--- config.mk ---
export PLATFORM = sky130hd
export DESIGN_NAME = udma_tx_ch_arbiter
export DESIGN_NICKNAME = d
export VERILOG_FILES = /design/src/rtl/udma_tx_ch_arbiter.sv
export SDC_FILE = /design/constraint.sdc
export NUM_CORES = 1
export LEC_CHECK = 0
export BUFFER_PORTS_ARGS = -buffer_cell sky130_fd_sc_hd__clkbuf_2
export CAP_MARGIN = 5
export CORE_AREA = 2 2 299 301
export DETAILED_ROUTE_END_ITERATION = 10
export DIE_AREA = 0 0 301 303
export GPL_TIMING_DRIVEN = 0
export PLACE_DENSITY_LB_ADDON = 0.08
export SLEW_MARGIN = 40
export SYNTH_ARGS = -nofsm -noshare
export SYNTH_HDL_FRONTEND = slang
export SYNTH_SLANG_ARGS = --single-unit
--- constraint.sdc ---
create_clock -name clk_i -period 14.25 [get_ports clk_i]
set_clock_uncertainty 0.05 [all_clocks]
set_input_delay 1.425 -clock clk_i [delete_from_list [all_inputs] [get_ports clk_i]]
set_output_delay 1.425 -clock clk_i [all_outputs]
set_load 0.02 [all_outputs]
--- src/rtl/udma_tx_ch_arbiter.sv ---
// L2 read arbiter for the uDMA TX path.
// N_CH channels share one L2 read port. Arbitration is round-robin with a
// per-channel high-priority class. A tag FIFO tracks in-flight reads. A
// registered response FIFO returns aligned data to the originating channel
// in issue order.

module udma_tx_ch_arbiter #(
  parameter int unsigned N_CH           = 12,
  parameter int unsigned L2_DATA_WIDTH  = 64,
  parameter int unsigned L2_AWIDTH_NOAL = 16,
  parameter int unsigned DATA_WIDTH     = 32,
  parameter int unsigned MAX_OUTST      = 4
) (
  input  logic                           clk_i,
  input  logic                           rst_i,
  input  logic [N_CH-1:0]                cfg_hiprio_i,
  input  logic [N_CH-1:0]                ch_req_i,
  input  logic [N_CH*L2_AWIDTH_NOAL-1:0] ch_addr_i,
  input  logic [N_CH*2-1:0]              ch_datasize_i,
  output logic [N_CH-1:0]                ch_gnt_o,
  output logic [N_CH-1:0]                ch_valid_o,
  output logic [N_CH*DATA_WIDTH-1:0]     ch_data_o,
  input  logic [N_CH-1:0]                ch_ready_i,
  output logic                           l2_req_o,
  input  logic                           l2_gnt_i,
  output logic [31:0]                    l2_addr_o,
  input  logic [L2_DATA_WIDTH-1:0]       l2_rdata_i,
  input  logic                           l2_rvalid_i,
  output logic [$clog2(MAX_OUTST):0]     outst_o,
  output logic                           err_o
);

  localparam int unsigned ChW    = $clog2(N_CH);
  localparam int unsigned ChW1   = ChW + 1;
  localparam int unsigned PtrW   = $clog2(MAX_OUTST);
  localparam int unsigned CntW   = PtrW + 1;
  localparam int unsigned AW     = L2_AWIDTH_NOAL;
  localparam logic [ChW:0]      NChW   = ChW1'(N_CH);
  localparam logic [ChW-1:0]    LastCh = ChW'(N_CH - 1);
  localparam logic [CntW-1:0]   MaxCnt = CntW'(MAX_OUTST);

  // Arbitration state
  logic [ChW-1:0]      r_rr_ptr;
  logic                r_lock;
  logic [ChW-1:0]      r_lock_sel;
  logic [CntW-1:0]     r_cnt;
  logic                r_err;

  // Tag FIFO: one entry per granted read that has not returned yet
  logic [ChW-1:0]      r_tag_id   [MAX_OUTST];
  logic [2:0]          r_tag_off  [MAX_OUTST];
  logic [1:0]          r_tag_ds   [MAX_OUTST];
  logic [PtrW:0]       r_tag_wptr;
  logic [PtrW:0]       r_tag_rptr;

  // Response FIFO: aligned data waiting for the channel to accept it
  logic [ChW-1:0]        r_rsp_id   [MAX_OUTST];
  logic [DATA_WIDTH-1:0] r_rsp_data [MAX_OUTST];
  logic [PtrW:0]         r_rsp_wptr;
  logic [PtrW:0]         r_rsp_rptr;

  logic [N_CH-1:0]     w_hi_req;
  logic [N_CH-1:0]     w_cand;
  logic [2*N_CH-1:0]   w_cand2;
  logic [N_CH-1:0]     w_rot;
  logic                w_found;
  logic [ChW-1:0]      w_off;
  logic [ChW:0]        w_sum;
  logic [ChW-1:0]      w_arb_sel;
  logic [ChW-1:0]      w_sel;
  logic [AW-1:0]       w_addr;
  logic [1:0]          w_ds;
  logic                w_grant;

  logic                w_tag_empty;
  logic                w_tag_pop;
  logic [PtrW-1:0]     w_tag_ridx;
  logic [ChW-1:0]      w_pop_id;
  logic [2:0]          w_pop_off;
  logic [1:0]          w_pop_ds;
  logic [31:0]         w_lane;
  logic [31:0]         w_shift_b;
  logic [31:0]         w_shift_h;
  logic [31:0]         w_ext;

  logic                w_rsp_empty;
  logic                w_rsp_pop;
  logic [PtrW-1:0]     w_rsp_ridx;
  logic [ChW-1:0]      w_head_id;
  logic [DATA_WIDTH-1:0] w_head_data;
  logic                w_head_ready;

  // Rotating priority search: rotate candidates so the RR pointer sits at bit 0,
  // take the lowest set bit, then rotate the offset back into a channel index.
  always_comb begin
    w_hi_req  = ch_req_i & cfg_hiprio_i;
    w_cand    = (|w_hi_req) ? w_hi_req : ch_req_i;
    w_cand2   = {w_cand, w_cand} >> r_rr_ptr;
    w_rot     = w_cand2[N_CH-1:0];
    w_found   = 1'b0;
    w_off     = '0;
    for (int unsigned j = 0; j < N_CH; j++) begin
      if (!w_found && w_rot[j]) begin
        w_found = 1'b1;
        w_off   = ChW'(j);
      end
    end
    w_sum     = {1'b0, r_rr_ptr} + {1'b0, w_off};
    w_arb_sel = (w_sum >= NChW) ? ChW'(w_sum - NChW) : ChW'(w_sum);
  end

  // Request/grant generation; a held lock overrides the live arbitration result
  always_comb begin
    w_sel  = r_lock ? r_lock_sel : w_arb_sel;
    w_addr = '0;
    w_ds   = '0;
    for (int unsigned i = 0; i < N_CH; i++) begin
      if (w_sel == ChW'(i)) begin
        w_addr = ch_addr_i[i*AW +: AW];
        w_ds   = ch_datasize_i[i*2 +: 2];
      end
    end
    l2_req_o  = (r_cnt < MaxCnt) && (r_lock || (|ch_req_i));
    w_grant   = l2_req_o && l2_gnt_i;
    l2_addr_o = 32'({w_addr[AW-1:3], 3'b000});
    ch_gnt_o  = '0;
    for (int unsigned i = 0; i < N_CH; i++) begin
      ch_gnt_o[i] = w_grant && (w_sel == ChW'(i));
    end
  end

  // Lock, round-robin pointer, credit counter and sticky error
  always_ff @(posedge clk_i) begin
    if (rst_i) begin
      r_lock     <= 1'b0;
      r_lock_sel <= '0;
      r_rr_ptr   <= '0;
      r_cnt      <= '0;
      r_err      <= 1'b0;
    end else begin
      if (w_grant) begin
        r_lock   <= 1'b0;
        r_rr_ptr <= (w_sel == LastCh) ? '0 : w_sel + ChW'(1);
      end else if (l2_req_o && !r_lock) begin
        // Stalled request: freeze the winner so address stays stable
        r_lock     <= 1'b1;
        r_lock_sel <= w_arb_sel;
      end
      case ({w_grant, w_rsp_pop})
        2'b10:   r_cnt <= r_cnt + CntW'(1);
        2'b01:   r_cnt <= r_cnt - CntW'(1);
        default: r_cnt <= r_cnt;
      endcase
      if (l2_rvalid_i && w_tag_empty) begin
        r_err <= 1'b1;
      end
    end
  end

  // Tag FIFO read side and datasize alignment of the returning beat
  always_comb begin
    w_tag_empty = (r_tag_wptr == r_tag_rptr);
    w_tag_pop   = l2_rvalid_i && !w_tag_empty;
    w_tag_ridx  = r_tag_rptr[PtrW-1:0];
    w_pop_id    = r_tag_id[w_tag_ridx];
    w_pop_off   = r_tag_off[w_tag_ridx];
    w_pop_ds    = r_tag_ds[w_tag_ridx];
    w_lane      = w_pop_off[2] ? l2_rdata_i[63:32] : l2_rdata_i[31:0];
    w_shift_b   = w_lane >> {w_pop_off[1:0], 3'b000};
    w_shift_h   = w_lane >> {w_pop_off[1], 4'b0000};
    case (w_pop_ds)
      2'b00:   w_ext = {24'h0, w_shift_b[7:0]};
      2'b01:   w_ext = {16'h0, w_shift_h[15:0]};
      default: w_ext = w_lane;
    endcase
  end

  // Tag FIFO pointers
  always_ff @(posedge clk_i) begin
    if (rst_i) begin
      r_tag_wptr <= '0;
      r_tag_rptr <= '0;
    end else begin
      if (w_grant) begin
        r_tag_wptr <= r_tag_wptr + 1'b1;
      end
      if (w_tag_pop) begin
        r_tag_rptr <= r_tag_rptr + 1'b1;
      end
    end
  end

  // Tag FIFO storage; contents are only meaningful between the pointers
  always_ff @(posedge clk_i) begin
    if (w_grant) begin
      r_tag_id[r_tag_wptr[PtrW-1:0]]  <= w_sel;
      r_tag_off[r_tag_wptr[PtrW-1:0]] <= w_addr[2:0];
      r_tag_ds[r_tag_wptr[PtrW-1:0]]  <= w_ds;
    end
  end

  // Response FIFO head decode and per-channel delivery outputs
  always_comb begin
    w_rsp_empty  = (r_rsp_wptr == r_rsp_rptr);
    w_rsp_ridx   = r_rsp_rptr[PtrW-1:0];
    w_head_id    = r_rsp_id[w_rsp_ridx];
    w_head_data  = r_rsp_data[w_rsp_ridx];
    w_head_ready = 1'b0;
    ch_valid_o   = '0;
    for (int unsigned i = 0; i < N_CH; i++) begin
      if (w_head_id == ChW'(i)) begin
        w_head_ready  = ch_ready_i[i];
        ch_valid_o[i] = !w_rsp_empty;
      end
    end
    w_rsp_pop = !w_rsp_empty && w_head_ready;
    ch_data_o = w_rsp_empty ? '0 : {N_CH{w_head_data}};
    outst_o   = r_cnt;
    err_o     = r_err;
  end

  // Response FIFO pointers; push and pop may happen together
  always_ff @(posedge clk_i) begin
    if (rst_i) begin
      r_rsp_wptr <= '0;
      r_rsp_rptr <= '0;
    end else begin
      if (w_tag_pop) begin
        r_rsp_wptr <= r_rsp_wptr + 1'b1;
      end
      if (w_rsp_pop) begin
        r_rsp_rptr <= r_rsp_rptr + 1'b1;
      end
    end
  end

  // Response FIFO storage
  always_ff @(posedge clk_i) begin
    if (w_tag_pop) begin
      r_rsp_id[r_rsp_wptr[PtrW-1:0]]   <= w_pop_id;
      r_rsp_data[r_rsp_wptr[PtrW-1:0]] <= DATA_WIDTH'(w_ext);
    end
  end

endmodule
==> impl_metrics.toml, run 1 <==
[sta]
slew_headroom_pct = 44.5
drv_slew = 0
fmax_mhz = 95.3
period_share_pct = 73.6
tightest_slew_ps = 833
grt_setup_unrepaired = "no"
setup_tns_ps = 0
period_minus_slack_ps = 10490
finalSetupViolCount = 0
hold_viol = 0

[setup_path]
timing.critical_path.slowest_cell_delay_ps = 580
cp_max_fo = 10
crit_required_ps = 12770
worstPathArrival_ps = 9020
path_class = "in2out"
worstSetupStartpointType = "primary input"
cp_slowest_cell = "o31ai_1"
crit_path_end_kind = "output port"

[detailed_routing]
vias = 13500
drt_iter0_drc = 646
routed_wl_um = 65900
drcViolationCount = 0
ant_nets = 0
firstDrtPassIters = 4
viasPerCell = 3.99
wire_per_inst_um = 19.5

[yosys]
ys.flop_type = "edfxtp_1"
synth_edf_count = 180
avgSynthCellArea_um2 = 10.9
ys_async_sr_fraction_pct = 0
ys_types = 81
syn_area_mm2 = 0.0153
yosysTopAreaCell = "edfxtp_1"
yosysSeqAreaShare_pct = 39.2
netlist_top_cells_area = "edfxtp_1, buf_4, mux4_2"
postSynthCellCount = 1405
synth_top_area_share_pct = 35.4
ys_ff_latch = 209
yosys_warnings = 0

[floorplanning]
fp.coreArea_mm2 = 0.0880
start_util_pct = 17.4
die_w_um = 301
rows = 109
ios = 765
die_h_um = 303
dieArea_mm2 = 0.0912

[clock_tree]
cts_inserted_buffers = 26
clk_pin_slew_ps = 50
post_cts_resized = 0
cts_setup_buffers = 0
insertion_delay_ps = 550
cts.sinks = 209
cts.htree.levels = 1
cts_root_buf = "clkbuf_16"
cts_tree = "done"
holdBufCountCts = 0
cts_buffer_depth = 3

[global_route]
grt_pass1_vias = 13600
grt_max_degree = 25
track_usage_pct = 13.5
antenna_found_initial = 3
grt.busiest_layer = "met2"
grt_pass1_wl_um = 91300
use_met2_pct = 26.5
grt_use_met1_pct = 14.4
overflow = 0
grt_use_met3_pct = 2.53

[final_layout]
layout_common_cells = "clkbuf_2, buf_4, edfxtp_1"
fill_cells = 9622
drive_gt1_share_pct = 59.8
area_delta_synth_final_pct = 41.2
layout_commonest_cell = "clkbuf_2"
fin_cells = 3388
layout.nets = 2545

[job]
maxCapViolCount = 0

[place]
place.gp.congestion = 0.878
dpl.hpwl_um = 54600
placed_cells_incl_taps = 3340
port_buffers = 744

[hold_path]
hold_class = "reg2reg"

[status]
outcome = "finished clean"
## worst max-delay path, delay by kind of cell
family | cells | cell delay, ps
buffers and inverters | 6 | 1450
and+or+nand+nor | 4 | 640
adders and majority gates | 2 | 430
muxes | 3 | 1290
AOI/OAI and AO/OA | 12 | 3550
xor gates and xnor gates | 1 | 220
## flip-flops by register name, indices dropped and copies added (netlist names), named ones only
register and cells:
err_o 1, outst_o 3, r_lock 1, r_lock_sel 4, r_rr_ptr 4, r_rsp_data 128, r_rsp_id 16, r_rsp_rptr 3
r_rsp_wptr 3, r_tag_ds 8, r_tag_id 16, r_tag_off 12, r_tag_rptr 3, r_tag_wptr 3
## metal layers
metal / vias to the layer above / routed length (um)
met5: - / 0
met4: 0 / 2320
met2: 585 / 35600
li1: 6432 / -
met3: 75 / 4100
met1: 6440 / 23900
## cell type report
| cell class | instances | area, um^2 | area share, % |
|---|---|---|---|
| Multi-Input combinational cell | 718 | 6130 | 28.4 |
| Sequential cell | 209 | 5990 | 27.8 |
| Timing Repair Buffer | 752 | 3840 | 17.8 |
| Buffer | 452 | 3180 | 14.8 |
| Tap cell | 1165 | 1460 | 6.76 |
| Clock buffer | 39 | 709 | 3.29 |
| Inverter | 44 | 165 | 0.766 |
| Clock inverter | 8 | 100 | 0.464 |
| Antenna cell | 1 | 2.50 | 0.0116 |
## final timing paths
check,slack (ps),cells after the start,from,to
hold / removal,430,2,err_o$_SDFFE_PP0P_,err_o$_SDFFE_PP0P_
hold reg to reg,430,2,err_o$_SDFFE_PP0P_,err_o$_SDFFE_PP0P_
setup / recovery,3760,28,ch_req_i[6],l2_addr_o[10]
setup reg to reg,6490,25,r_rr_ptr[0]$_SDFFE_PP0P_,r_tag_off[0][0]$_DFFE_PP_
## cells by family after synthesis
group / share of synthesized area [%]
AOI/OAI and AO/OA: 15.6
xor gates and xnor gates: 1.03
adders and majority gates: 1.90
buffers and inverters: 21.9
DFF: 39.2
muxes: 12.2
other: 0.0246
and+or+nand+nor: 8.19
## per-stage QoR
stage                     hold slack [ps]  utilization, %  instance area [um^2]  setup slack [ps]
after floorplan                       414               -                 15300              6040
after global placement                413            23.3                 20500              3690
after detailed placement              415            23.5                 20700              3740
after CTS                             439            24.5                 21500              3720
after global routing                  476            24.5                 21600              3310
final                                 426            24.5                 21600              3760
## synthesized netlist by cell type, drive strengths merged (15+ instances only)
| cell type | count |
|---|---|
| a21o | 38 |
| buf | 411 |
| nor2b | 46 |
| a221oi | 16 |
| nor2 | 72 |
| a22oi | 51 |
| edfxtp | 180 |
| mux2i | 40 |
| mux4 | 59 |
| nand3 | 15 |
| ha | 20 |
| o22ai | 52 |
| o211ai | 19 |
| nand2 | 40 |
| inv | 42 |
| clkbuf | 41 |
| dfxtp | 29 |
| o31ai | 15 |
| a31oi | 19 |
| a21oi | 38 |
| a221o | 19 |
Power of run 1 is left out: the tool's default activity adds up to more than one toggle a clock period on the data nets, which glitch-free logic cannot reach.
==> run 2: changes to the inputs <==
--- a/config.mk
+++ b/config.mk
@@ -5,11 +5,12 @@
 export SDC_FILE = /design/constraint.sdc
 export NUM_CORES = 1
 export LEC_CHECK = 0
+export ABC_AREA = 1
 export BUFFER_PORTS_ARGS = -buffer_cell sky130_fd_sc_hd__clkbuf_2
 export CAP_MARGIN = 5
-export CORE_AREA = 2 2 299 301
+export CORE_AREA = 2 2 300 302
 export DETAILED_ROUTE_END_ITERATION = 10
-export DIE_AREA = 0 0 301 303
+export DIE_AREA = 0 0 302 304
 export GPL_TIMING_DRIVEN = 0
 export PLACE_DENSITY_LB_ADDON = 0.08
 export SLEW_MARGIN = 40
==> constraint.sdc (replaced) <==
create_clock -name clk_i -period 10.3 [get_ports clk_i]
set_clock_uncertainty 0.05 [all_clocks]
set_input_delay 1.03 -clock clk_i [delete_from_list [all_inputs] [get_ports clk_i]]
set_output_delay 1.03 -clock clk_i [all_outputs]
set_load 0.02 [all_outputs]
==> run 2 against run 1 <==
Effect of this change: cell count rose by 23%; utilization increased by 1.0 points; global-route usage rose by 0.87 points; count of clock-buffer cells in the layout is 5 lower; critical endpoint unchanged.
==> impl_metrics.toml, run 2 <==
[yosys]
ys.flop_type = "edfxtp_1"
yosys-top-cells-count = "nand2_1, buf_4, edfxtp_1"
synth_top_area_share_pct = 33.1
ys_ff_latch = 209
netlist_top_cells_area = "edfxtp_1, buf_4, nand2_1"
yosysSeqAreaShare_pct = 36.6
synth_edf_count = 180
syn_area_mm2 = 0.0163
avgSynthCellArea_um2 = 7.52
postSynthCellCount = 2173
yosys_warnings = 0
ys_types = 50
yosysMostFrequentCell = "nand2_1"
yosysTopAreaCell = "edfxtp_1"
ys_async_sr_fraction_pct = 0

[detailed_routing]
drcViolationCount = 0
drt_iter0_drc = 669
wire_per_inst_um = 16.6
viasPerCell = 3.92
ant_nets = 0
vias = 16300
routed_wl_um = 69100
firstDrtPassIters = 5

[status]
outcome = "finished clean"

[setup_path]
cp_max_fo = 10
worstSetupStartpointType = "primary input"
crit_top_cell = "nand2_1"
crit_required_ps = 9220
timing.critical_path.slowest_cell_delay_ps = 480
worstPathArrival_ps = 6930
cp_slowest_cell = "fa_1"
path_class = "in2out"
crit_path_end_kind = "output port"

[final_layout]
layout_common_cells = "clkbuf_2, nand2_1, buf_4"
layout.nets = 3316
drive_gt1_share_pct = 43.7
largest_register_ffs = 128
area_delta_synth_final_pct = 39.1
layout_commonest_cell = "clkbuf_2"

[sta]
finalSetupViolCount = 0
slew_headroom_pct = 49.7
period_minus_slack_ps = 8010
drv_slew = 0
fmax_mhz = 125
tightest_slew_ps = 755
hold_viol = 0
setup_tns_ps = 0
grt_setup_unrepaired = "no"
period_share_pct = 77.8

[global_route]
overflow = 0
grt_max_degree = 16
track_usage_pct = 14.4
grt_pass1_vias = 16100
grt_pass1_wl_um = 100000
antenna_found_initial = 11

[hold_path]
hold_class = "reg2reg"

[clock_tree]
cts.htree.levels = 1
insertion_delay_ps = 520
cts.sinks = 209
holdBufCountCts = 0
clk_pin_slew_ps = 60
cts_buffer_depth = 3
post_cts_resized = 0
cts_tree = "done"
cts_inserted_buffers = 24
cts_root_buf = "clkbuf_16"
cts_setup_buffers = 0

[job]
maxCapViolCount = 0

[floorplanning]
dieArea_mm2 = 0.0918
start_util_pct = 18.4
ios = 765
die_w_um = 302
fp.coreArea_mm2 = 0.0890
die_h_um = 304
rows = 110

[place]
place.gp.congestion = 0.888
port_buffers = 745
dpl.hpwl_um = 58000
[run 2: cell types whose count changed in the layout (fill, tap and decap cells not counted), moves of 23 or more]
cell | previous run | this run
mux4_2 | 59 | 0
a21o_1 | 38 | 0
o21ai_0 | 5 | 149
nand2_1 | 38 | 515
nand3_1 | 15 | 150
nor2_1 | 70 | 152
a22oi_1 | 47 | 0
nor2b_2 | 23 | 0
inv_1 | 40 | 179
inv_2 | 2 | 48
nor2b_1 | 23 | 0
[run 2: cell type report]
cell class,count,area [um^2]
sequential,209,5990
buffer,470,3310
clock buffer,34,699
fill,9960,66300
tap,1176,1470
antenna,2,5.00
inverter,233,882
clock inverter,9,144
timing repair buffer,757,3960
multi-input combinational,1279,6280
[run 2: worst paths after layout]
path / from / to / slack (ps) / cells after the start
setup / recovery: ch_req_i[7] / l2_addr_o[10] / 2290 / 39
setup reg to reg: r_rr_ptr[1]$_SDFFE_PP0P_ / r_tag_ds[3][1]$_DFFE_PP_ / 3950 / 31
hold reg to reg: err_o$_SDFFE_PP0P_ / err_o$_SDFFE_PP0P_ / 400 / 2
hold / removal: err_o$_SDFFE_PP0P_ / err_o$_SDFFE_PP0P_ / 400 / 2
[run 2: through the flow]
stage,hold slack (ps),utilization [%],cell area (um^2),worst slack (ps),cells
6_report,401,25.5,22700,2290,4169
5_1_grt,440,25.5,22700,1510,4169
4_1_cts,406,25.5,22700,2200,4167
3_5_place_dp,396,24.6,21900,2240,4124
3_3_place_gp,396,24.3,21600,2200,4112
2_1_floorplan,379,-,16400,3840,2191
[run 2: kinds of logic after synthesis]
| group | Yosys count | synth area share, % |
|---|---|---|
| AND/OR/NAND/NOR | 933 | 24.9 |
| buffers and inverters | 703 | 25.6 |
| AO/OA/AOI/OAI | 273 | 9.19 |
| flip-flops | 209 | 36.6 |
| multiplexers | 25 | 1.53 |
| adder cells (fa/ha/maj) | 22 | 1.78 |
| XOR/XNOR | 7 | 0.375 |
| other | 1 | 0.0229 |
[run 2: worst max-delay path, delay by kind of cell]
kind,cells,cell delay (ps)
multiplexers,1,300
AND/OR/NAND/NOR,26,2760
AO/OA/AOI/OAI,2,430
buffers and inverters,7,1430
adder cells (fa/ha/maj),3,940
[run 2: metal layers]
layer  share of wire [%]  GRT usage (%)
met5                0.18              0
met4                 2.1           3.29
met3                 6.4           2.70
met2                  53           27.8
met1                  39           16.0
Power of run 2 is left out for the same reason.
==> run 3: changes to the inputs <==
--- a/config.mk
+++ b/config.mk
@@ -5,12 +5,12 @@
 export SDC_FILE = /design/constraint.sdc
 export NUM_CORES = 1
 export LEC_CHECK = 0
-export ABC_AREA = 1
+export ABC_AREA = 0
 export BUFFER_PORTS_ARGS = -buffer_cell sky130_fd_sc_hd__clkbuf_2
 export CAP_MARGIN = 5
-export CORE_AREA = 2 2 300 302
+export CORE_AREA = 2 2 297 299
 export DETAILED_ROUTE_END_ITERATION = 10
-export DIE_AREA = 0 0 302 304
+export DIE_AREA = 0 0 299 301
 export GPL_TIMING_DRIVEN = 0
 export PLACE_DENSITY_LB_ADDON = 0.08
 export SLEW_MARGIN = 40
==> constraint.sdc (replaced) <==
create_clock -name clk_i -period 6.5 [get_ports clk_i]
set_clock_uncertainty 0.05 [all_clocks]
set_input_delay 0.65 -clock clk_i [delete_from_list [all_inputs] [get_ports clk_i]]
set_output_delay 0.65 -clock clk_i [all_outputs]
set_load 0.02 [all_outputs]
==> run 3 against run 2 <==
Effect of this change: via count down 13%; sequential cell count unchanged; wire length up 0.77%; the run now ends with negative setup slack left; cell count down 17%; die area down 2.0%; global-route usage up 0.23 points.
==> impl_metrics.toml, run 3 (synthesis results as in run 1) <==
[sta]
finalSetupViolCount = 25
grt_setup_unrepaired = "yes"
period_minus_slack_ps = 7500
hold_viol = 0
setup_tns_ps = -15480
period_share_pct = 115
slew_headroom_pct = 45.6
fmax_mhz = 133
setup_slack_ps = -1000
tightest_slew_ps = 811
drv_slew = 0

[final_layout]
layout_common_cells = "clkbuf_2, buf_4, edfxtp_1"
fin_util_pct = 27.5
area_delta_synth_final_pct = 55.7
layout_commonest_cell = "clkbuf_2"
drive_gt1_share_pct = 66.3
largest_register_ffs = 128
fin_area_mm2 = 0.0238
layout.nets = 2638
fin_cells = 3476

[detailed_routing]
firstDrtPassIters = 5
vias = 14200
routed_wl_um = 69700
wire_per_inst_um = 20.0
ant_nets = 0
viasPerCell = 4.07
drcViolationCount = 0
drt_iter0_drc = 678

[place]
port_buffers = 744
place.gp.congestion = 0.891
dpl.hpwl_um = 55400
dpl_cell_area_mm2 = 0.0208
placed_cells_incl_taps = 3330

[hold_path]
holdPathEnd = "err_o$_SDFFE_PP0P_"
hold_class = "in2reg"
hold_start = "l2_rvalid_i"
holdPathStages = 3

[global_route]
grt_pass1_vias = 14600
grt_max_degree = 22
track_usage_pct = 14.6
grt_pass1_wl_um = 98300
antenna_found_initial = 9
overflow = 0

[setup_path]
worstSetupStartpointType = "primary input"
r2r_slack_ps = 240
cp_slowest_cell = "mux4_2"
worstPathArrival_ps = 6800
r2r_end = "r_tag_off[1][0]$_DFFE_PP_"
crit_required_ps = 5800
path_class = "in2out"
cp_max_fo = 10
crit_path_end_kind = "output port"
timing.critical_path.slowest_cell_delay_ps = 520
r2r-start = "r_rr_ptr[0]$_SDFFE_PP0P_"
reg2reg_depth = 30

[floorplanning]
ios = 765
rows = 108
die_h_um = 301
dieArea_mm2 = 0.0900
die_w_um = 299
fp.coreArea_mm2 = 0.0865
start_util_pct = 17.7

[clock_tree]
clk_pin_slew_ps = 60
cts_buffer_depth = 3
cts_tree = "done"
cts_inserted_buffers = 27
insertion_delay_ps = 550
cts.htree.levels = 1
cts.sinks = 209
cts_root_buf = "clkbuf_16"

[job]
maxCapViolCount = 0

[status]
violations = "negative setup slack"
outcome = "finished with violations"
run 3: what timing repair did:
item                                   CTS  global route
gates resized for setup                168           135
hold buffers                             0             0
buffers inserted                        60            36
setup endpoints to repair               47            45
cloned                                   4             2
endpoints found under the hold margin    0             0
pin swaps                               46            61
run 3: through the flow:
| step | setup slack (ps) | hold slack (ps) |
|---|---|---|
| after floorplan | 21.8 | 413 |
| after global placement | -2280 | 424 |
| after detailed placement | -2100 | 426 |
| after CTS | -862 | 410 |
| after global routing | -1190 | 435 |
| final | -1000 | 415 |
run 3: worst max-delay path, delay by kind of cell:
family / cells / cell delay (ps)
AOI/OAI and AO/OA: 12 / 2650
buffers and inverters: 8 / 1210
muxes: 3 / 1070
and+or+nand+nor: 3 / 600
adders and majority gates: 2 / 380
xor gates and xnor gates: 1 / 200
run 3: final cells by class:
class / instances / area, um^2
Inverter: 44 / 178
Clock buffer: 40 / 764
Sequential cell: 209 / 5990
Buffer: 444 / 3320
Timing Repair Buffer: 851 / 5010
Clock inverter: 9 / 100
Multi-Input combinational cell: 719 / 6960
Antenna cell: 5 / 12.5
Tap cell: 1155 / 1450
Fill cell: 9244 / 62700
run 3: how the worst max path moves through the flow:
| stage | start | end | slack, ps | depth (start not counted) |
|---|---|---|---|---|
| final | ch_req_i[6] | l2_addr_o[14] | -1000 | 29 |
| after CTS | ch_req_i[5] | l2_addr_o[12] | -860 | 30 |
| after floorplan | cfg_hiprio_i[5] | l2_addr_o[10] | 20 | 27 |
| after global routing | r_rr_ptr[0]$_SDFFE_PP0P_ | l2_addr_o[5] | -1190 | 29 |
| after global placement | ch_req_i[6] | l2_addr_o[14] | -2280 | 23 |
| after detailed placement | ch_req_i[4] | l2_addr_o[14] | -2100 | 28 |
run 3: layer usage:
layer  track usage [%]  share of wire, %  vias to the layer above
li1                  -                 -                     6633
met1              15.4                36                     6801
met2              28.7                54                      613
met3              2.36               5.6                      112
met4              5.67               4.3                        0
met5                 0                 0                        -
Power of run 3 is left out for the same reason.
